$ cat config.mk
export PLATFORM = sky130hd
export DESIGN_NAME = priority_request_encoder
export DESIGN_NICKNAME = d
export VERILOG_FILES = /design/src/rtl/priority_request_encoder_pkg.sv /design/src/rtl/priority_request_encoder_priority_select.sv /design/src/rtl/priority_request_encoder.sv
export SDC_FILE = /design/constraint.sdc
export NUM_CORES = 1
export LEC_CHECK = 0
export ABC_AREA = 1
export CORE_MARGIN = 5
export CORE_UTILIZATION = 60
export DETAILED_ROUTE_END_ITERATION = 8
export DONT_BUFFER_PORTS = 1
export HOLD_SLACK_MARGIN = 0.08
export PLACE_DENSITY = 0.76
export SLEW_MARGIN = 20
export SYNTH_ARGS = -nofsm -noshare
export SYNTH_HDL_FRONTEND = slang
export SYNTH_SLANG_ARGS = --single-unit
$ cat constraint.sdc
create_clock -name clk -period 1.4 [get_ports clk]
set_clock_uncertainty 0.1 [all_clocks]
set_input_delay 0.42 -clock clk [delete_from_list [all_inputs] [get_ports clk]]
set_output_delay 0.42 -clock clk [all_outputs]
set_load 0.005 [all_outputs]
$ cat src/rtl/priority_request_encoder_pkg.sv
// Shared types and sizes for the priority request encoder.
package priority_request_encoder_pkg;

    localparam int unsigned NUM_REQ = 8;
    localparam int unsigned CODE_W  = 3;
    localparam int unsigned CNT_W   = 8;

    typedef enum logic {
        ST_IDLE    = 1'b0,
        ST_PRESENT = 1'b1
    } state_e;

endpackage

$ cat src/rtl/priority_request_encoder_priority_select.sv
// Combinational priority pick: index of the winning set bit in req_i.
module priority_select
    import priority_request_encoder_pkg::*;
#(
    parameter bit PRIORITY_HIGH = 1'b1
) (
    input  logic [NUM_REQ-1:0] req_i,
    output logic [CODE_W-1:0]  code_c
);

    // Last match in scan order wins, so scan toward the preferred end.
    always_comb begin
        code_c = '0;
        if (PRIORITY_HIGH) begin
            for (int unsigned i = 0; i < NUM_REQ; i++) begin
                if (req_i[i]) code_c = CODE_W'(i);
            end
        end else begin
            for (int i = int'(NUM_REQ) - 1; i >= 0; i--) begin
                if (req_i[i]) code_c = CODE_W'(i);
            end
        end
    end

endmodule

$ cat src/rtl/priority_request_encoder.sv
// Captures active-low requests into a pending set and presents them one at a
// time, by priority, with an ack handshake and a served counter.
module priority_request_encoder
    import priority_request_encoder_pkg::*;
#(
    parameter bit PRIORITY_HIGH = 1'b1
) (
    input  logic               clk,
    input  logic               rst,
    input  logic               g1,
    input  logic               g2a,
    input  logic               g2b,
    input  logic [NUM_REQ-1:0] req_n,
    input  logic               ack,
    output logic [CODE_W-1:0]  code,
    output logic               valid,
    output logic               gs_n,
    output logic [NUM_REQ-1:0] pending,
    output logic [CNT_W-1:0]   served_cnt
);

    state_e             state_q, state_d;
    logic [CODE_W-1:0]  code_q, code_d;
    logic               valid_q, valid_d;
    logic [NUM_REQ-1:0] pending_q, pending_d;
    logic [CNT_W-1:0]   cnt_q, cnt_d;
    logic [NUM_REQ-1:0] clear_mask;
    logic [CODE_W-1:0]  pick_code;
    logic               enable;

    assign enable = g1 & ~g2a & ~g2b;

    priority_select #(
        .PRIORITY_HIGH (PRIORITY_HIGH)
    ) u_priority_select (
        .req_i  (pending_q),
        .code_c (pick_code)
    );

    // Next-state: a fresh request sample on the ack edge re-sets the cleared bit.
    always_comb begin
        state_d    = state_q;
        code_d     = code_q;
        cnt_d      = cnt_q;
        pending_d  = pending_q;
        clear_mask = '0;
        case (state_q)
            ST_IDLE: begin
                if (enable && (pending_q != '0)) begin
                    state_d = ST_PRESENT;
                    code_d  = pick_code;
                end
            end
            ST_PRESENT: begin
                if (!enable) begin
                    state_d = ST_IDLE;
                end else if (ack) begin
                    state_d    = ST_IDLE;
                    clear_mask = NUM_REQ'(1) << code_q;
                    cnt_d      = cnt_q + CNT_W'(1);
                end
            end
            default: state_d = ST_IDLE;
        endcase
        if (enable) begin
            pending_d = (pending_q & ~clear_mask) | ~req_n;
        end
        valid_d = (state_d == ST_PRESENT);
    end

    always_ff @(posedge clk) begin
        if (rst) begin
            state_q   <= ST_IDLE;
            code_q    <= '0;
            valid_q   <= 1'b0;
            pending_q <= '0;
            cnt_q     <= '0;
        end else begin
            state_q   <= state_d;
            code_q    <= code_d;
            valid_q   <= valid_d;
            pending_q <= pending_d;
            cnt_q     <= cnt_d;
        end
    end

    assign code       = code_q;
    assign valid      = valid_q;
    assign pending    = pending_q;
    assign served_cnt = cnt_q;
    assign gs_n       = ~|pending_q;

endmodule

After elaboration in Yosys (flattened, before gate mapping):

Cells that the tools add are included.

* memory bits (writable): 0
* word-level logic and storage cells: 35
* flip-flop bits (word level): 20
* latch bits: 0
* memories kept: 0
* bits in read-only memories: 0
* input bits: 14

* muxes and demuxes: 14
* shift operators: 1
* multipliers: 0
* add/sub/neg operators: 1
* $lt $le $gt $ge: 0
* equality and inequality tests: 0
* reductions and logical operators: 6
* bitwise logic cells: 9
* divide/modulo/power cells: 0

Operator list (count)
* 8-bit two-way mux: 3
* 8-bit inverter: 2
* 3-bit two-way mux: 4
* 8-bit by 1-bit adder with 8-bit output (second input constant): 1
* 8-bit bitwise AND: 1
* 8-bit OR: 1
* 8-bit nonzero test: 1
* 8-bit OR reduction: 1
* 1-bit by 3-bit << shifter with 8-bit output (first input constant): 1
* 1-bit two-way mux: 4
* 2-bit two-way mux: 2
* 1-bit inverter: 3
* 3-bit AND reduction: 1
* 1-bit bitwise AND: 2
* 1-bit case mux with 2 select lines: 1
* 2-bit AND reduction: 1
* 1-bit logical AND: 1
* 1-bit logical NOT: 1

Longest topological paths before layout:

* word-level depth: 8
* gate-level depth with buffers: 8
* mapped depth without buffers: 8

Hierarchy:

A second synthesis with hierarchy kept.

* cells, all modules: 167
* area total of the unflattened synthesis: 1123.6 µm²

By module, submodules not included
* priority_request_encoder: instances 1, cells an instance 152, area each 1059.8 µm²
* priority_select: instances 1, cells an instance 15, area each 63.8 µm²

Worst setup path after synthesis:

No wires, ideal clock.

* kind: input to register
* start: input port g2b
* end: register pending_q[4], in the netlist pending[4]
* path buffers: 1
* stages on the path: 7
* data required time: 1187 ps
* arrival: 1068 ps
* setup slack: 118 ps
* cell sequence: inv_1 nand3_4 nor2_4 buf_6 nand4_1 nand3_1 nand2_1

* word-level cells in the longest chain between the ends: 7

RTL lines
* start: declaration: RTL line priority_request_encoder.sv:12 `input logic g2b,`
* 1-bit inverter *: RTL line priority_request_encoder.sv:31 `assign enable = g1 & ~g2a & ~g2b;`
* 1-bit bitwise AND *: RTL line priority_request_encoder.sv:31
* 8-bit two-way mux: RTL line priority_request_encoder.sv:55 `if (!enable) begin`
* 8-bit two-way mux: RTL line priority_request_encoder.sv:47 `case (state_q)`
* 8-bit inverter: RTL line priority_request_encoder.sv:66 `pending_d = (pending_q & ~clear_mask) | ~req_n;`
* 8-bit bitwise AND: RTL line priority_request_encoder.sv:66
* 8-bit OR: RTL line priority_request_encoder.sv:66
* end signal: assignment: RTL line priority_request_encoder.sv:82 `pending_q <= pending_d;`
* end: declaration: RTL line priority_request_encoder.sv:25 `logic [NUM_REQ-1:0] pending_q, pending_d;`

Every way passes the cells marked *; elsewhere a longest branch is shown, timed or not.
A chain may end at the register's enable or synchronous reset.

Worst setup path in the final report:

* start: register pending_q[7], in the netlist pending[7]
* end: output port gs_n

* word-level cells in the longest chain between the ends: 2

RTL lines
* 8-bit OR reduction: RTL line priority_request_encoder.sv:91 `assign gs_n = ~|pending_q;`
* 1-bit logical NOT: RTL line priority_request_encoder.sv:91
* end: declaration: RTL line priority_request_encoder.sv:17 `output logic gs_n,`

Every way passes these cells.

==> summary.md <==
| Metric | Value |
|---|---|
| Status | complete, but fails checks |
| Failing checks | negative setup slack |
| Leak | between 0.5 and 0.6 nW |
| TritonCTS clock tree | done |
| Max cap viols | 0 |
| CTS H-tree lvls | 1 |
| Sequential element share of the synthesized area | 38.4% |
| CTS clock-pin slew for the worst setup and hold paths | 0.10 ns |
| CP Max Fanout | 3 |
| Initial core utilization | about three fifths |
| Post-Syn Nets | ~180 |
| Setup TNS | -0.119 ns |
| Critical Path Slowest Stage Cell | dfxtp_2 |
| Clock root cell | clkbuf_4 |
| Floorplan row count | 15 |
| 1st-pass router iterations | 5 |
| I/O Pins | 35 |
| Mapped Cells | 160 |
| Global-route wire length before repair | about 3600 um |
| Core region area | between 0.0015 and 0.002 mm2 |
| Slew headroom | between 70% and 80% |
| Startpoint types | flop |
| Fin nets | between 150 and 200 |
| DP Wirelength | approximately 1700 um |
| Hold/Removal Path Class | primary input to flop |
| Design area | between 0.001 and 0.0015 mm2 |
| Most frequent cells in the layout | nand2_1, inv_1, nor2_1 |
| Insertion delay to the later sink of the worst-skew pair | around 0.29 ns |
| DRT Wirelength | 2300 um |
| Synthesized flop and latch total | 20 |
| Synth top area share | between 30% and 40% |
| Crit path time final | approximately 1.5 ns |
| Cts bufs inserted | 3 |
| Syn-to-layout area delta | 16.7% |
| Worst Max-Slew Pin Slew | between 0.3 and 0.4 ns |
| Largest net degree at the start of global routing | 14 |
| Placed inst area | about 0.0011 mm2 |
| Most common cell after layout, fill and taps aside | nand2_1 |
| Post-route ant nets | 0 |
| Cells after DPL | approximately 190 |
| Via count | approximately 1,000 |
| Yosys top cell by area | dfxtp_1 |
| Worst vdd ir | between 0.5 and 0.6 mV |
| Arrival time at the worst endpoint | 1.00 ns |
| Hold WS | 0.165 ns |
| Starting DRT DRC Count | 30 |
| Final Wtd Congestion | 0.833 |
| Final worst slack | -0.119 ns |
| Final setup violation count | 1 |
| CTS Sinks | 20 |
| Critical Path End Type | primary output |
| Die width | 51.7 um |
| ANT cells | 0 |
| Tcrit/Tclk final | 108% |
| Crit path kind | flop to primary output |
| Clk buf depth | 2 |
| Die Ht | 51.7 um |
| Fin util | between 70% and 80% |
| Overflow after GRT | 0 |
| Filler cells | ~150 |
| Warning count from the yosys run | 0 |
| Max stage delay on crit path | 0.34 ns |
| Drt via density | approximately 5.3 |
| Sequential standard cell area | a little over 400 um2 |
| CP Data Required Time | 0.88 ns |
| Power density over cell area | between 800 and 900 mW/mm2 |
| Vias in the first global route | just under 900 |
| Mapped Area | between 0.001 and 0.0015 mm2 |
| GRT Resource Usage Total | between 10% and 20% |
| Syn Area/Cell | 6.52 um2 |
| Routed WL per cell | ~12 um |
| Final Hold Vio Count | 0 |
| DRC | 0 |
| Port Buffers | 0 |
| Worst-path cell chain | inv_2 -> nand2_2 -> nor2_2 -> nand2_2 -> inv_2 |
| RSZ-0062 raised after global routing | true |
| Layout cells sized above 1 | 22.4% |
| Area contributors post-synth | dfxtp_1, nand2_1, inv_1, nor2_1, nand3_1 |
| Area occupied by multi-input gates | about 520 um2 |
| Antenna violations before repair | 0 |
| Non-filler instance count after layout | 191 |
| Final Max Slew Viols | 0 |
| Synth cell types | 19 |
| Die area | roughly 0.0027 mm2 |
| Peak Freq | around 0.66 GHz |
-- state kept, by name (all words and copies together), names as in the netlist --
signal      count
served_cnt      8
valid           1
code            3
pending         8
-- layer usage --
metal / global-route usage (%) / share of wire (%) / vias to the layer above
li1: - / - / 528
met1: 19.1 / 41 / 448
met2: 34.1 / 53 / 35
met3: 4.58 / 5.8 / 2
met4: 6.55 / 0.61 / 0
met5: 0 / 0 / -
-- repair_timing --
item / 4_1_cts / 5_1_grt
gates resized for setup: 15 / 3
hold buffers: 1 / 0
cloned: 0 / 0
pin swaps: 4 / 1
hold endpoints to repair: 3 / 0
setup buffers: 1 / 1
setup endpoints to repair: 1 / 5
-- path summary, 6_finish.rpt --
check                start            end  slack, ns  cells after the start
min reg2reg     pending[5]     pending[5]       0.40                      2
min               req_n[7]     pending[7]       0.17                      3
max             pending[7]           gs_n      -0.12                      5
max reg2reg  served_cnt[1]  served_cnt[6]       0.13                      6
-- kinds of logic (layout without fill, tap and decap cells) --
group / Yosys count / count (layout) / synth area share [%]
xor+xnor: 1 / 1 / 0.839
simple gates: 90 / 90 / 38.5
fa+ha+maj: 1 / 1 / 1.20
compound gates: 15 / 15 / 8.15
buf+inv: 33 / 47 / 12.9
flops: 20 / 20 / 38.4
-- cell usage after synthesis (all sizes together) --
library cell / n
a21oi: 8
buf: 2
dfxtp: 20
ha: 1
inv: 31
nand2: 47
nand3: 14
nand4: 8
nor2: 20
nor3: 1
o21ai: 6
o21bai: 1
xor2: 1
-- per-stage QoR --
stage	setup slack (ns)	power, W
6_report	-0.119	0.000975
5_1_grt	-0.183	0.00103
2_1_floorplan	0.118	0.000674
3_5_place_dp	0.0100	0.000704
4_1_cts	-0.116	0.000981
3_3_place_gp	0.0381	0.000701
-- critical path: cells and delay by family (launching register included) --
| kind | cells | cell delay (ns) |
|---|---|---|
| flip-flops | 1 | 0.34 |
| AND/OR/NAND/NOR | 3 | 0.25 |
| buffers and inverters | 2 | 0.11 |
-- where the power goes --
group,switching (W),internal (W),total [W]
sequential,0.0000145,0.000582,0.000597
combinational,0.0000678,0.0000492,0.000117
clock,0.000161,0.000100,0.000261
total,0.000244,0.000732,0.000975
-- layout make-up --
cell class                      instances  area share, %
Clock buffer                            3           1.85
Inverter                               31           9.56
Multi-Input combinational cell        107           43.0
Sequential cell                        20           33.6
Tap cell                               17           1.75
Timing Repair Buffer                   13           10.3
Power figures use the tool's default switching activity.
